File: src/rtl/bayer_pkg.sv
// Shared encodings for the Bayer 2x2 binning block: CFA phases, output
// modes and the fixed-point luma weights (sum to 256).
package bayer_pkg;

  // 2x2 CFA layouts, listed TL,TR,BL,BR
  localparam int PHASE_RGGB = 0;
  localparam int PHASE_GRBG = 1;
  localparam int PHASE_GBRG = 2;
  localparam int PHASE_BGGR = 3;

  typedef enum logic [1:0] {
    MODE_AVG  = 2'd0,
    MODE_LUMA = 2'd1,
    MODE_RGB  = 2'd2,
    MODE_RSVD = 2'd3
  } mode_t;

  // Luma weights in 1/256 units; 77 + 150 + 29 = 256 keeps full scale in range
  localparam logic [7:0] LUMA_COEF_R = 8'd77;
  localparam logic [7:0] LUMA_COEF_G = 8'd150;
  localparam logic [7:0] LUMA_COEF_B = 8'd29;

endpackage

File: src/rtl/bayer_phase_mux.sv
// Routes the four 2x2 block positions onto R/G1/G2/B according to the
// sensor's CFA phase. Purely combinational; the phase is fixed at elaboration.
module bayer_phase_mux
  import bayer_pkg::*;
#(
  parameter int DATA_W      = 12,
  parameter int BAYER_PHASE = 0
) (
  input  logic [DATA_W-1:0] tl,
  input  logic [DATA_W-1:0] tr,
  input  logic [DATA_W-1:0] bl,
  input  logic [DATA_W-1:0] br,
  output logic [DATA_W-1:0] r,
  output logic [DATA_W-1:0] g1,
  output logic [DATA_W-1:0] g2,
  output logic [DATA_W-1:0] b
);

  generate
    if (BAYER_PHASE == PHASE_GRBG) begin : g_grbg
      // G R / B G
      assign g1 = tl;
      assign r  = tr;
      assign b  = bl;
      assign g2 = br;
    end else if (BAYER_PHASE == PHASE_GBRG) begin : g_gbrg
      // G B / R G
      assign g1 = tl;
      assign b  = tr;
      assign r  = bl;
      assign g2 = br;
    end else if (BAYER_PHASE == PHASE_BGGR) begin : g_bggr
      // B G / G R
      assign b  = tl;
      assign g1 = tr;
      assign g2 = bl;
      assign r  = br;
    end else begin : g_rggb
      // R G / G B (also the fallback for out-of-range phase values)
      assign r  = tl;
      assign g1 = tr;
      assign g2 = bl;
      assign b  = br;
    end
  endgenerate

endmodule

File: src/rtl/bayer_binning.sv
// 2x2 Bayer binning: pairs the even-column taps with the following odd-column
// taps to form one block per 2x2 cell, then produces average, luma or RGB
// results through a three-register pipeline (one block per cycle).
module bayer_binning
  import bayer_pkg::*;
#(
  parameter int DATA_W      = 12,
  parameter int COORD_W     = 11,
  parameter int BAYER_PHASE = 0
) (
  input  logic               iCLK,
  input  logic               iRST,
  input  logic [DATA_W-1:0]  iCurrRow,
  input  logic [DATA_W-1:0]  iPrevRow,
  input  logic               iDVAL,
  input  logic [COORD_W-1:0] iX_Cont,
  input  logic [COORD_W-1:0] iY_Cont,
  input  logic [1:0]         iMode,
  output logic [DATA_W-1:0]  oGray,
  output logic [DATA_W-1:0]  oR,
  output logic [DATA_W-1:0]  oG,
  output logic [DATA_W-1:0]  oB,
  output logic [COORD_W-2:0] oX,
  output logic [COORD_W-2:0] oY,
  output logic               oDVAL,
  output logic               oSOF
);

  // Input qualification
  logic even_cap;
  logic accept;
  logic frame_start;

  // Left-column capture and frame mode
  logic [DATA_W-1:0] left_curr_reg;
  logic [DATA_W-1:0] left_prev_reg;
  logic              have_left_reg;
  mode_t             mode_reg;

  // Channel extraction
  logic [DATA_W-1:0] mux_r, mux_g1, mux_g2, mux_b;

  // Stage 1: extracted channels
  logic               s1_valid_reg;
  logic [DATA_W-1:0]  s1_r_reg, s1_g1_reg, s1_g2_reg, s1_b_reg;
  mode_t              s1_mode_reg;
  logic [COORD_W-2:0] s1_x_reg, s1_y_reg;
  logic               s1_sof_reg;

  // Stage 2: green merged, block average
  logic               s2_valid_reg;
  logic [DATA_W-1:0]  s2_r_reg, s2_g_reg, s2_b_reg, s2_avg_reg;
  mode_t              s2_mode_reg;
  logic [COORD_W-2:0] s2_x_reg, s2_y_reg;
  logic               s2_sof_reg;

  // Arithmetic
  logic [DATA_W+1:0] sum4;
  logic [DATA_W:0]   g_sum;
  logic [DATA_W+7:0] luma_acc;
  logic [DATA_W-1:0] gray_sel;
  logic [10:0]       unused_bits;

  assign even_cap    = iDVAL & ~iX_Cont[0];
  assign accept      = iDVAL & iX_Cont[0] & iY_Cont[0] & have_left_reg;
  assign frame_start = iDVAL && (iX_Cont == '0) && (iY_Cont == '0);

  bayer_phase_mux #(
    .DATA_W      (DATA_W),
    .BAYER_PHASE (BAYER_PHASE)
  ) u_phase_mux (
    .tl (left_prev_reg),
    .tr (iPrevRow),
    .bl (left_curr_reg),
    .br (iCurrRow),
    .r  (mux_r),
    .g1 (mux_g1),
    .g2 (mux_g2),
    .b  (mux_b)
  );

  // Left column capture, pairing flag and per-frame mode latch
  always_ff @(posedge iCLK or posedge iRST) begin
    if (iRST) begin
      left_curr_reg <= '0;
      left_prev_reg <= '0;
      have_left_reg <= 1'b0;
      mode_reg      <= MODE_AVG;
    end else begin
      if (even_cap) begin
        left_curr_reg <= iCurrRow;
        left_prev_reg <= iPrevRow;
      end
      // even and odd columns are exclusive, so set and clear never collide
      if (accept) begin
        have_left_reg <= 1'b0;
      end else if (even_cap) begin
        have_left_reg <= 1'b1;
      end
      if (frame_start) begin
        mode_reg <= mode_t'(iMode);
      end
    end
  end

  // Stage 1: register the routed channels with the mode in force at acceptance
  always_ff @(posedge iCLK or posedge iRST) begin
    if (iRST) begin
      s1_valid_reg <= 1'b0;
      s1_r_reg     <= '0;
      s1_g1_reg    <= '0;
      s1_g2_reg    <= '0;
      s1_b_reg     <= '0;
      s1_mode_reg  <= MODE_AVG;
      s1_x_reg     <= '0;
      s1_y_reg     <= '0;
      s1_sof_reg   <= 1'b0;
    end else begin
      s1_valid_reg <= accept;
      if (accept) begin
        s1_r_reg    <= mux_r;
        s1_g1_reg   <= mux_g1;
        s1_g2_reg   <= mux_g2;
        s1_b_reg    <= mux_b;
        s1_mode_reg <= mode_reg;
        s1_x_reg    <= iX_Cont[COORD_W-1:1];
        s1_y_reg    <= iY_Cont[COORD_W-1:1];
        s1_sof_reg  <= (iX_Cont[COORD_W-1:1] == '0) && (iY_Cont[COORD_W-1:1] == '0);
      end
    end
  end

  // Full-width sums so nothing overflows before the truncating shift
  always_comb begin
    sum4  = {2'b00, s1_r_reg} + {2'b00, s1_g1_reg} + {2'b00, s1_g2_reg} + {2'b00, s1_b_reg};
    g_sum = {1'b0, s1_g1_reg} + {1'b0, s1_g2_reg};
  end

  // Stage 2: merged green and block average
  always_ff @(posedge iCLK or posedge iRST) begin
    if (iRST) begin
      s2_valid_reg <= 1'b0;
      s2_r_reg     <= '0;
      s2_g_reg     <= '0;
      s2_b_reg     <= '0;
      s2_avg_reg   <= '0;
      s2_mode_reg  <= MODE_AVG;
      s2_x_reg     <= '0;
      s2_y_reg     <= '0;
      s2_sof_reg   <= 1'b0;
    end else begin
      s2_valid_reg <= s1_valid_reg;
      if (s1_valid_reg) begin
        s2_r_reg    <= s1_r_reg;
        s2_g_reg    <= g_sum[DATA_W:1];
        s2_b_reg    <= s1_b_reg;
        s2_avg_reg  <= sum4[DATA_W+1:2];
        s2_mode_reg <= s1_mode_reg;
        s2_x_reg    <= s1_x_reg;
        s2_y_reg    <= s1_y_reg;
        s2_sof_reg  <= s1_sof_reg;
      end
    end
  end

  // Luma weights total 256, so the top DATA_W bits never exceed full scale
  always_comb begin
    luma_acc = {{DATA_W{1'b0}}, LUMA_COEF_R} * {8'd0, s2_r_reg}
             + {{DATA_W{1'b0}}, LUMA_COEF_G} * {8'd0, s2_g_reg}
             + {{DATA_W{1'b0}}, LUMA_COEF_B} * {8'd0, s2_b_reg};
    // reserved mode falls back to the average, as does RGB
    gray_sel = (s2_mode_reg == MODE_LUMA) ? luma_acc[DATA_W+7:8] : s2_avg_reg;
  end

  // Fractional bits discarded by the shifts
  assign unused_bits = {sum4[1:0], g_sum[0], luma_acc[7:0]};

  // Stage 3: output registers, held between valid pulses
  always_ff @(posedge iCLK or posedge iRST) begin
    if (iRST) begin
      oDVAL <= 1'b0;
      oGray <= '0;
      oR    <= '0;
      oG    <= '0;
      oB    <= '0;
      oX    <= '0;
      oY    <= '0;
      oSOF  <= 1'b0;
    end else begin
      oDVAL <= s2_valid_reg;
      if (s2_valid_reg) begin
        oGray <= gray_sel;
        oR    <= s2_r_reg;
        oG    <= s2_g_reg;
        oB    <= s2_b_reg;
        oX    <= s2_x_reg;
        oY    <= s2_y_reg;
        oSOF  <= s2_sof_reg;
      end
    end
  end

endmodule

File: config.mk
export PLATFORM = sky130hd
export DESIGN_NAME = bayer_binning
export DESIGN_NICKNAME = d
export VERILOG_FILES = /design/src/rtl/bayer_pkg.sv /design/src/rtl/bayer_phase_mux.sv /design/src/rtl/bayer_binning.sv
export SDC_FILE = /design/constraint.sdc
export NUM_CORES = 1
export LEC_CHECK = 0
export ABC_AREA = 1
export ABC_CLOCK_PERIOD_IN_PS = 9500
export CORE_ASPECT_RATIO = 1.4
export CORE_MARGIN = 1.5
export CORE_UTILIZATION = 35
export CTS_CLUSTER_DIAMETER = 80
export CTS_CLUSTER_SIZE = 14
export DETAILED_ROUTE_END_ITERATION = 10
export DONT_BUFFER_PORTS = 1
export PLACE_DENSITY_LB_ADDON = 0.15
export SLEW_MARGIN = 20
export SYNTH_ARGS = -nofsm -noshare
export SYNTH_HDL_FRONTEND = slang
export SYNTH_SLANG_ARGS = --single-unit
File: constraint.sdc
create_clock -name iCLK -period 9.5 [get_ports iCLK]
set_input_delay 0.475 -clock iCLK [delete_from_list [all_inputs] [get_ports iCLK]]
set_output_delay 0.475 -clock iCLK [all_outputs]
set_load 0.02 [all_outputs]
==> metrics, run 1 <==
vias per cell=4.73; outcome=finished with violations; RePlAce Congestion=0.883; Avg Cell Area, Syn=8.84 µm²; violated checks=negative hold slack; hold slack=-0.0146 ns; Clk Latency, worst-skew pair=0.54 ns; Clock Skew=0.0224 ns; Final Max Tran Viols=0; number of synthesis warnings=0; Seq cells post-synth=241; WS Path Type=flop to flop; number of port buffers=0; final wirelength=39300 µm; Slew @ Worst Pin=0.953 ns; largest net degree at the start of global routing=133; Global Route met1 Usage=a little over a fifth; synthesized area=15600 µm²; dpl cells=~2300; worst r2r src=s2_g_reg[5]; largest stage delay on the critical path=0.54 ns; Site Rows=between 90 and 100; WP data arrival=7.25 ns; Final period util=just over 70%; Slowest-stage cell, CP=fa_1; cells after synthesis=1767; CP Launch Point=s2_g_reg[5]; global-route wire length before repair=63200 µm; area leader, netlist=dfrtp_1; Worst-path clk slew=0.07 ns; clock sinks=241; Max Cap Viol=0; Post-CTS Setup Bufs=0; I/O pins=between 100 and 150; Die ar.=approximately 46000 µm²; fin crit period=6.78 ns; CP Max Fanout=6; Initial Util=35.4%; vias in the first global route=11400; Synth area leaders=dfrtp_1 (39%), fa_1 (15%), nand2_1 (13%); CTS tree=built; P&R area growth vs syn=7.36%; Synthesized Nets=approximately 2100; initial DRC count=504; critical path required time=9.97 ns; Worst setup SP type=flop; RSZ-0062 raised after global routing=no; n_diodes=0; GR Util met2=31.8%; Routed Antenna Nets=0; top cell type's share of synthesized area=38.6%; WL per Instance=17.0 µm; Worst Setup End Kind=flop; post-synthesis sequential area ratio=between 30 and 40%; final-stage net count=2051; initial antenna violation count=0; most frequent CP cell=inv_1; CTS Hold Buffers Added=0; H-tree depth=1; setup TNS=0 ns; via count=11000; post-route insts no fill=2314; gr usage total=17.5%; Max Clk Rate=147 MHz; CTS root buffer=clkbuf_16; Worst Hold Class=primary input to async pin; die height=253 µm; Hold Vio Cnt, Final=42; post-cts resize count=0; layout cells sized above 1=4.16%; die width=182 µm; met3 Track Usage GR=1.94%; core area=44100 µm²; busiest grt layer=met2; post-DP HPWL=30600 µm; relative max-transition margin=36.5%; clock buffer depth=3; Setup Viol. Count Final=0; DRT Pass-1 Iters=4; Cell variety after synth=41; GRT overflow=0; Num CTS Buffers=23; DRC viols=0
-- cells in the mapped netlist (all sizes together) --
cell and count:
o21ai 175, and2 3, inv 283, nand4 4, a211oi 1, ha 134, nor2 63, nand2 529
dfrtp 241, o211ai 1, o21bai 9, o31ai 2, nor3 6, or2 8, nand3 49, buf 32
xor2 13, nor4 6, xnor2 8, a21oi 49, a21o 5, a31oi 10, fa 116, a21boi 1
clkbuf 19
-- layer usage --
layer | part of all wire [%] | vias to the layer above
met1 | 44 | 5311
met4 | 2.5 | 0
li1 | - | 5473
met2 | 51 | 123
met5 | 0 | -
met3 | 2.6 | 45
-- stage by stage --
| step | utilization [%] | hold WS, ns | setup WS (ns) | instance area [µm²] |
|---|---|---|---|---|
| 2_1_floorplan | - | 0.349 | 2.41 | 15600 |
| 3_3_place_gp | 36.5 | 0.457 | 2.76 | 16100 |
| 3_5_place_dp | 36.5 | 0.458 | 2.70 | 16100 |
| 4_1_cts | 38.0 | 0.0274 | 2.68 | 16800 |
| 5_1_grt | 38.0 | 0.0462 | 2.34 | 16800 |
| 6_report | 38.0 | -0.0146 | 2.72 | 16800 |
-- path summary, 6_finish.rpt --
path                                     to  slack, ns  cells past startpoint
max in group asynchronous      s1_valid_reg       7.50                      3
max reg2reg                        oGray[3]       2.72                     27
min reg2reg                    s1_g2_reg[3]       0.46                      2
min                        left_prev_reg[2]      -0.01                      1
min in group iCLK          left_curr_reg[9]       0.06                      2
max                                oGray[3]       2.72                     27
-- final cells by class --
cell class                 count  area, µm²
clock buffer                  24        579
clock inverter                 7       86.3
fill                        4555      27300
inverter                     283       1070
multi-input combinational   1192       8230
sequential                   241       6030
tap                          558        698
timing repair buffer           9       67.6
-- cells by family after synthesis --
kind of cell	Yosys count	synth area share, %
AOI/OAI and AO/OA	253	8.72
xor gates and xnor gates	21	1.18
adders and majority gates	250	25.6
buffers and inverters	334	8.67
DFF	241	38.6
and+or+nand+nor	668	17.2
-- cell usage in the layout, fill, tap and decap left out, types with 20 or more instances in the layout --
cell / count
nand2_1: 525
inv_1: 277
dfrtp_1: 240
o21ai_0: 152
ha_1: 134
fa_1: 116
nor2_1: 60
nand3_1: 46
a21oi_1: 46
clkbuf_16: 23
o21ai_1: 20
-- critical path, delay by kind of cell, from the launching register on --
family                     cells  cell delay (ns)
AOI/OAI and AO/OA              5             0.80
DFF                            1             0.47
xor gates and xnor gates       1             0.18
adders and majority gates     10             4.35
buffers and inverters          7             0.33
and+or+nand+nor                4             0.58
Power of run 1 is left out: the tool's default activity adds up to more than one toggle a clock period on the data nets, which glitch-free logic cannot reach.
==> inputs of run 2 (changes only) <==
--- a/config.mk
+++ b/config.mk
@@ -6,7 +6,7 @@
 export NUM_CORES = 1
 export LEC_CHECK = 0
 export ABC_AREA = 1
-export ABC_CLOCK_PERIOD_IN_PS = 9500
+export ABC_CLOCK_PERIOD_IN_PS = 6850
 export CORE_ASPECT_RATIO = 1.4
 export CORE_MARGIN = 1.5
 export CORE_UTILIZATION = 35
==> constraint.sdc (replaced) <==
create_clock -name iCLK -period 6.85 [get_ports iCLK]
set_input_delay 0.3425 -clock iCLK [delete_from_list [all_inputs] [get_ports iCLK]]
set_output_delay 0.3425 -clock iCLK [all_outputs]
set_load 0.02 [all_outputs]
==> metrics, run 2 (synthesized netlist as in run 1, its figures left out) <==
critical path required time=7.25 ns (-2.72 ns); initial antenna violation count=0 (unchanged); Max Clk Rate=153 MHz (+3.8%); Clock Skew=0.0286 ns (+0.00613 ns); Worst Setup End Kind=flop; post-DP HPWL=30600 µm (about the same); Worst Hold Class=primary input to flop; global-route wire length before repair=64000 µm (+1.3%); Slew @ Worst Pin=0.973 ns (+0.0200 ns); initial DRC count=424 (-16%); Routed Antenna Nets=0 (unchanged); layout cells sized above 1=5.92% (+1.8 points); setup TNS=0 ns (unchanged); DRC viols=0 (unchanged); Die ar.=45900 µm² (unchanged); CTS root buffer=clkbuf_16; outcome=finished clean; WP data arrival=6.93 ns (-0.32 ns); vias per cell=4.73 (about the same); Site Rows=91 (unchanged); Clk Latency, worst-skew pair=0.54 ns (about the same); hold slack=0.0630 ns (+0.0776 ns); P&R area growth vs syn=11.6%; Hold Vio Cnt, Final=0 (-100%); Fillers=4491 (-1.4%); Num CTS Buffers=22 (-4.3%); gr usage total=17.8% (+0.26 points); fin crit period=6.53 ns (-0.247 ns); final-stage net count=2103 (+2.5%); Max Cap Viol=0 (unchanged); via count=11200 (+2.1%); most common cell after layout, fill and taps aside=nand2_1; die height=253 µm (unchanged); Worst setup SP type=flop; WL per Instance=16.8 µm (-0.98%); DRT Pass-1 Iters=4 (unchanged); H-tree depth=1 (unchanged); final wirelength=39800 µm (+1.2%); I/O pins=121 (unchanged); RePlAce Congestion=0.875 (-0.92%); clock buffer depth=3 (unchanged); Worst-path clk slew=0.07 ns (about the same); most frequent cells in the layout=nand2_1 (522), inv_1 (277), dfrtp_1 (237); relative max-transition margin=35.2% (-1.3 points); Initial Util=35.4% (unchanged); largest stage delay on the critical path=0.55 ns (about the same); Final period util=95.4% (+24 points); WS Path Type=flop to flop; GRT overflow=0 (unchanged); die width=182 µm (unchanged); number of port buffers=0 (unchanged); cell family with most CP delay=adder cells; vias in the first global route=11600 (+1.4%); n_diodes=0 (unchanged); core area=44100 µm² (unchanged); critical path buffer and inverter count=7 (unchanged); Setup Viol. Count Final=0 (unchanged); CP Max Fanout=6 (unchanged); most frequent CP cell=inv_1; Slowest-stage cell, CP=fa_1; Final Max Tran Viols=0 (unchanged); CTS tree=built; clock sinks=241 (unchanged); largest net degree at the start of global routing=170 (+28%)
run 2: cell count changes in the layout (fill, tap and decap cells not counted), sizes merged:
cell         change
inv              -2
clkinv           -1
dlygate4sd3     +47
buf              +6
run 2: worst paths after layout:
path                                        from            to  slack, ns  cells after the start
worst max-delay path                 s2_g_reg[5]      oGray[5]       0.32                     27
worst min-delay path                  iY_Cont[0]   mode_reg[0]       0.06                      3
worst max register to register       s2_g_reg[5]      oGray[5]       0.32                     27
worst min register to register  left_curr_reg[8]  s1_g2_reg[8]       0.47                      2
max in group asynchronous                   iRST   s2_g_reg[6]       4.58                      5
min in group asynchronous                   iRST         oX[2]       0.34                      3
run 2: per-layer routing:
| layer | global-route usage [%] | part of all wire (%) |
|---|---|---|
| met2 | 32.6 | 52 |
| met3 | 1.55 | 2.4 |
| met4 | 5.10 | 2.6 |
| met5 | 0 | 0 |
| met1 | 22.1 | 44 |
run 2: per-stage QoR:
step	worst slack [ns]	util, %	area [µm²]	cells
6_report	0.316	39.6	17400	2364
5_1_grt	-0.000584	39.6	17400	2364
4_1_cts	0.00483	39.1	17200	2362
3_5_place_dp	0.0367	36.6	16100	2287
3_3_place_gp	0.0990	36.6	16100	2287
2_1_floorplan	0.619	-	15600	1767
run 2: area by class of cell:
class | instances | area (µm²) | share of cell area [%]
Timing Repair Buffer | 62 | 616 | 3.53
Tap cell | 558 | 698 | 4.01
Clock buffer | 24 | 579 | 3.32
Multi-Input combinational cell | 1192 | 8380 | 48.1
Clock inverter | 4 | 57.6 | 0.330
Sequential cell | 241 | 6040 | 34.6
Inverter | 283 | 1070 | 6.12
run 2: repair_timing:
action                                  4_1_cts  5_1_grt
endpoints found under the hold margin        72        0
hold buffers                                 47        0
gates resized for setup                       0       36
endpoints found under the setup margin        0        9
buffers inserted                              0        1
run 2: worst register-to-register path: cells and delay by family, from the launching register on:
kind / cells / cell delay, ns
AOI/OAI and AO/OA: 3 / 0.57
xor gates and xnor gates: 1 / 0.12
adders and majority gates: 10 / 4.25
buffers and inverters: 7 / 0.41
DFF: 1 / 0.46
and+or+nand+nor: 6 / 0.58
Power of run 2 is left out for the same reason.
==> inputs of run 3 (changes only) <==
--- a/config.mk
+++ b/config.mk
@@ -6,9 +6,8 @@
 export NUM_CORES = 1
 export LEC_CHECK = 0
 export ABC_AREA = 1
-export ABC_CLOCK_PERIOD_IN_PS = 6850
-export CORE_ASPECT_RATIO = 1.4
-export CORE_MARGIN = 1.5
+export ABC_CLOCK_PERIOD_IN_PS = 7990
+export CORE_ASPECT_RATIO = 2
 export CORE_UTILIZATION = 35
 export CTS_CLUSTER_DIAMETER = 80
 export CTS_CLUSTER_SIZE = 14
==> constraint.sdc (replaced) <==
create_clock -name iCLK -period 7.99 [get_ports iCLK]
set_input_delay 0.3995 -clock iCLK [delete_from_list [all_inputs] [get_ports iCLK]]
set_output_delay 0.3995 -clock iCLK [all_outputs]
set_load 0.02 [all_outputs]
==> metrics, run 3 (synthesized netlist as in run 1, its figures left out) <==
outcome=finished clean; Max Cap Viol=0 (unchanged); initial DRC count=435 (+2.6%); Initial Util=35.5% (about the same); hold path cells=2 (-1); clock sinks=241 (unchanged); CP Max Fanout=6 (unchanged); r2r endpoint=oGray[11]; CTS tree=built; layout cells sized above 1=3.82% (-2.1 points); initial antenna violation count=0 (unchanged); n_diodes=0 (unchanged); critical path required time=8.41 ns (+1.16 ns); Routed Antenna Nets=0 (unchanged); vias in the first global route=12000 (+3.4%); post-cts resize count=0 (unchanged); Slowest-stage cell, CP=fa_1; core area=44100 µm² (about the same); Hold Path End=s1_g1_reg[2]; RePlAce Congestion=0.876 (+0.10%); number of port buffers=0 (unchanged); dpl cell area=16100 µm² (-0.22%); gr usage total=19.6% (+1.8 points); CP Launch Point=s2_g_reg[5]; global-route wire length before repair=67200 µm (+5.0%); Worst Hold Class=primary input to flop; final-stage net count=2081 (-1.0%); setup TNS=0 ns (unchanged); Die ar.=45500 µm² (-0.86%); DRT Pass-1 Iters=5 (+1); largest stage delay on the critical path=0.54 ns (about the same); relative max-transition margin=40.7% (+5.6 points); Final period util=84.9% (-10 points); Num CTS Buffers=21 (-4.5%); critical path buffer and inverter count=6 (-1); fin area=17000 µm² (-2.5%); Post-CTS Setup Bufs=0 (unchanged); WL per Instance=18.2 µm (+8.5%); CTS root buffer=clkbuf_16; Max Clk Rate=147 MHz (-3.7%); Clk Latency, worst-skew pair=0.53 ns (about the same); Hold Vio Cnt, Final=0 (unchanged); clock buffer depth=3 (unchanged); R2R depth=28 (+3.7%); most common cell after layout, fill and taps aside=nand2_1; worst r2r src=s2_g_reg[5]; die width=151 µm (-17%); final wirelength=42600 µm (+7.2%); GRT overflow=0 (unchanged); Setup Viol. Count Final=0 (unchanged); die height=301 µm (+19%); area of the multi-input gates=8230 µm² (-1.7%); most frequent cells in the layout=nand2_1 (525), inv_1 (277), dfrtp_1 (240); cell family with most CP delay=adder cells; via count=11100 (-0.31%); Worst Setup End Kind=flop; vias per cell=4.77 (+0.84%); largest net degree at the start of global routing=122 (-28%); Final Max Tran Viols=0 (unchanged); Site Rows=109 (+20%); Slew @ Worst Pin=0.889 ns (-0.0833 ns); fin crit period=6.79 ns (+0.252 ns); H-tree depth=1 (unchanged); P&R area growth vs syn=8.81%; RSZ-0062 raised after global routing=no; CTS Hold Buffers Added=31 (-34%); WS Path Type=flop to flop; WP data arrival=7.20 ns (+0.27 ns); worst min-delay path startpoint=iPrevRow[2]; DRC viols=0 (unchanged); reg2reg setup slack=1.20 ns (+0.89 ns); Worst setup SP type=flop; Register Area=6030 µm² (about the same); Worst-path clk slew=0.07 ns (about the same); Fillers=4525 (+0.76%); post-DP HPWL=33600 µm (+9.8%); I/O pins=121 (unchanged); Clock Skew=0.0112 ns (-0.0174 ns)
[run 3: changes by cell type in the layout (fill, tap and decap cells not counted), moves of 3 or more]
cell	delta
nand2_1	+3
xnor2_1	+3
dfrtp_2	-3
ha_2	-4
xnor2_2	-3
a21oi_2	-7
ha_1	+6
o21ai_2	-3
dlygate4sd3_1	-16
nand2_2	-3
buf_4	-3
a21oi_1	+7
dfrtp_1	+3
[run 3: worst max path at each step]
| stage | end | slack (ns) | cells past startpoint |
|---|---|---|---|
| after global placement | oGray[11] | 1.26 | 28 |
| final | oGray[11] | 1.20 | 28 |
| after detailed placement | oGray[11] | 1.14 | 28 |
| after global routing | oGray[11] | 0.82 | 28 |
| after floorplan | have_left_reg | 0.97 | 1 |
| after CTS | oGray[11] | 1.14 | 28 |
[run 3: layout make-up]
type | instances | area share [%]
multi-input cells | 1192 | 48.4
well taps | 555 | 4.09
inverters | 283 | 6.30
clock inverters | 3 | 0.280
flip-flops and latches | 241 | 35.5
clock buffers | 22 | 3.11
repair buffers | 41 | 2.27
[run 3: through the flow]
| step | hold WS [ns] | cells | worst slack (ns) | util (%) |
|---|---|---|---|---|
| after detailed placement | 0.458 | 2281 | 1.14 | 36.6 |
| final | 0.0366 | 2337 | 1.20 | 38.6 |
| after floorplan | 0.349 | 1767 | 0.974 | - |
| after global routing | 0.0268 | 2337 | 0.822 | 38.6 |
| after CTS | 0.0114 | 2337 | 1.14 | 38.6 |
| after global placement | 0.454 | 2281 | 1.26 | 36.6 |
[run 3: layer usage]
layer	routed length, µm	track usage (%)
met3	1080	2.05
met2	25000	39.9
met5	0	0
met4	963	5.19
met1	15600	20.3
Power of run 3 is left out for the same reason.
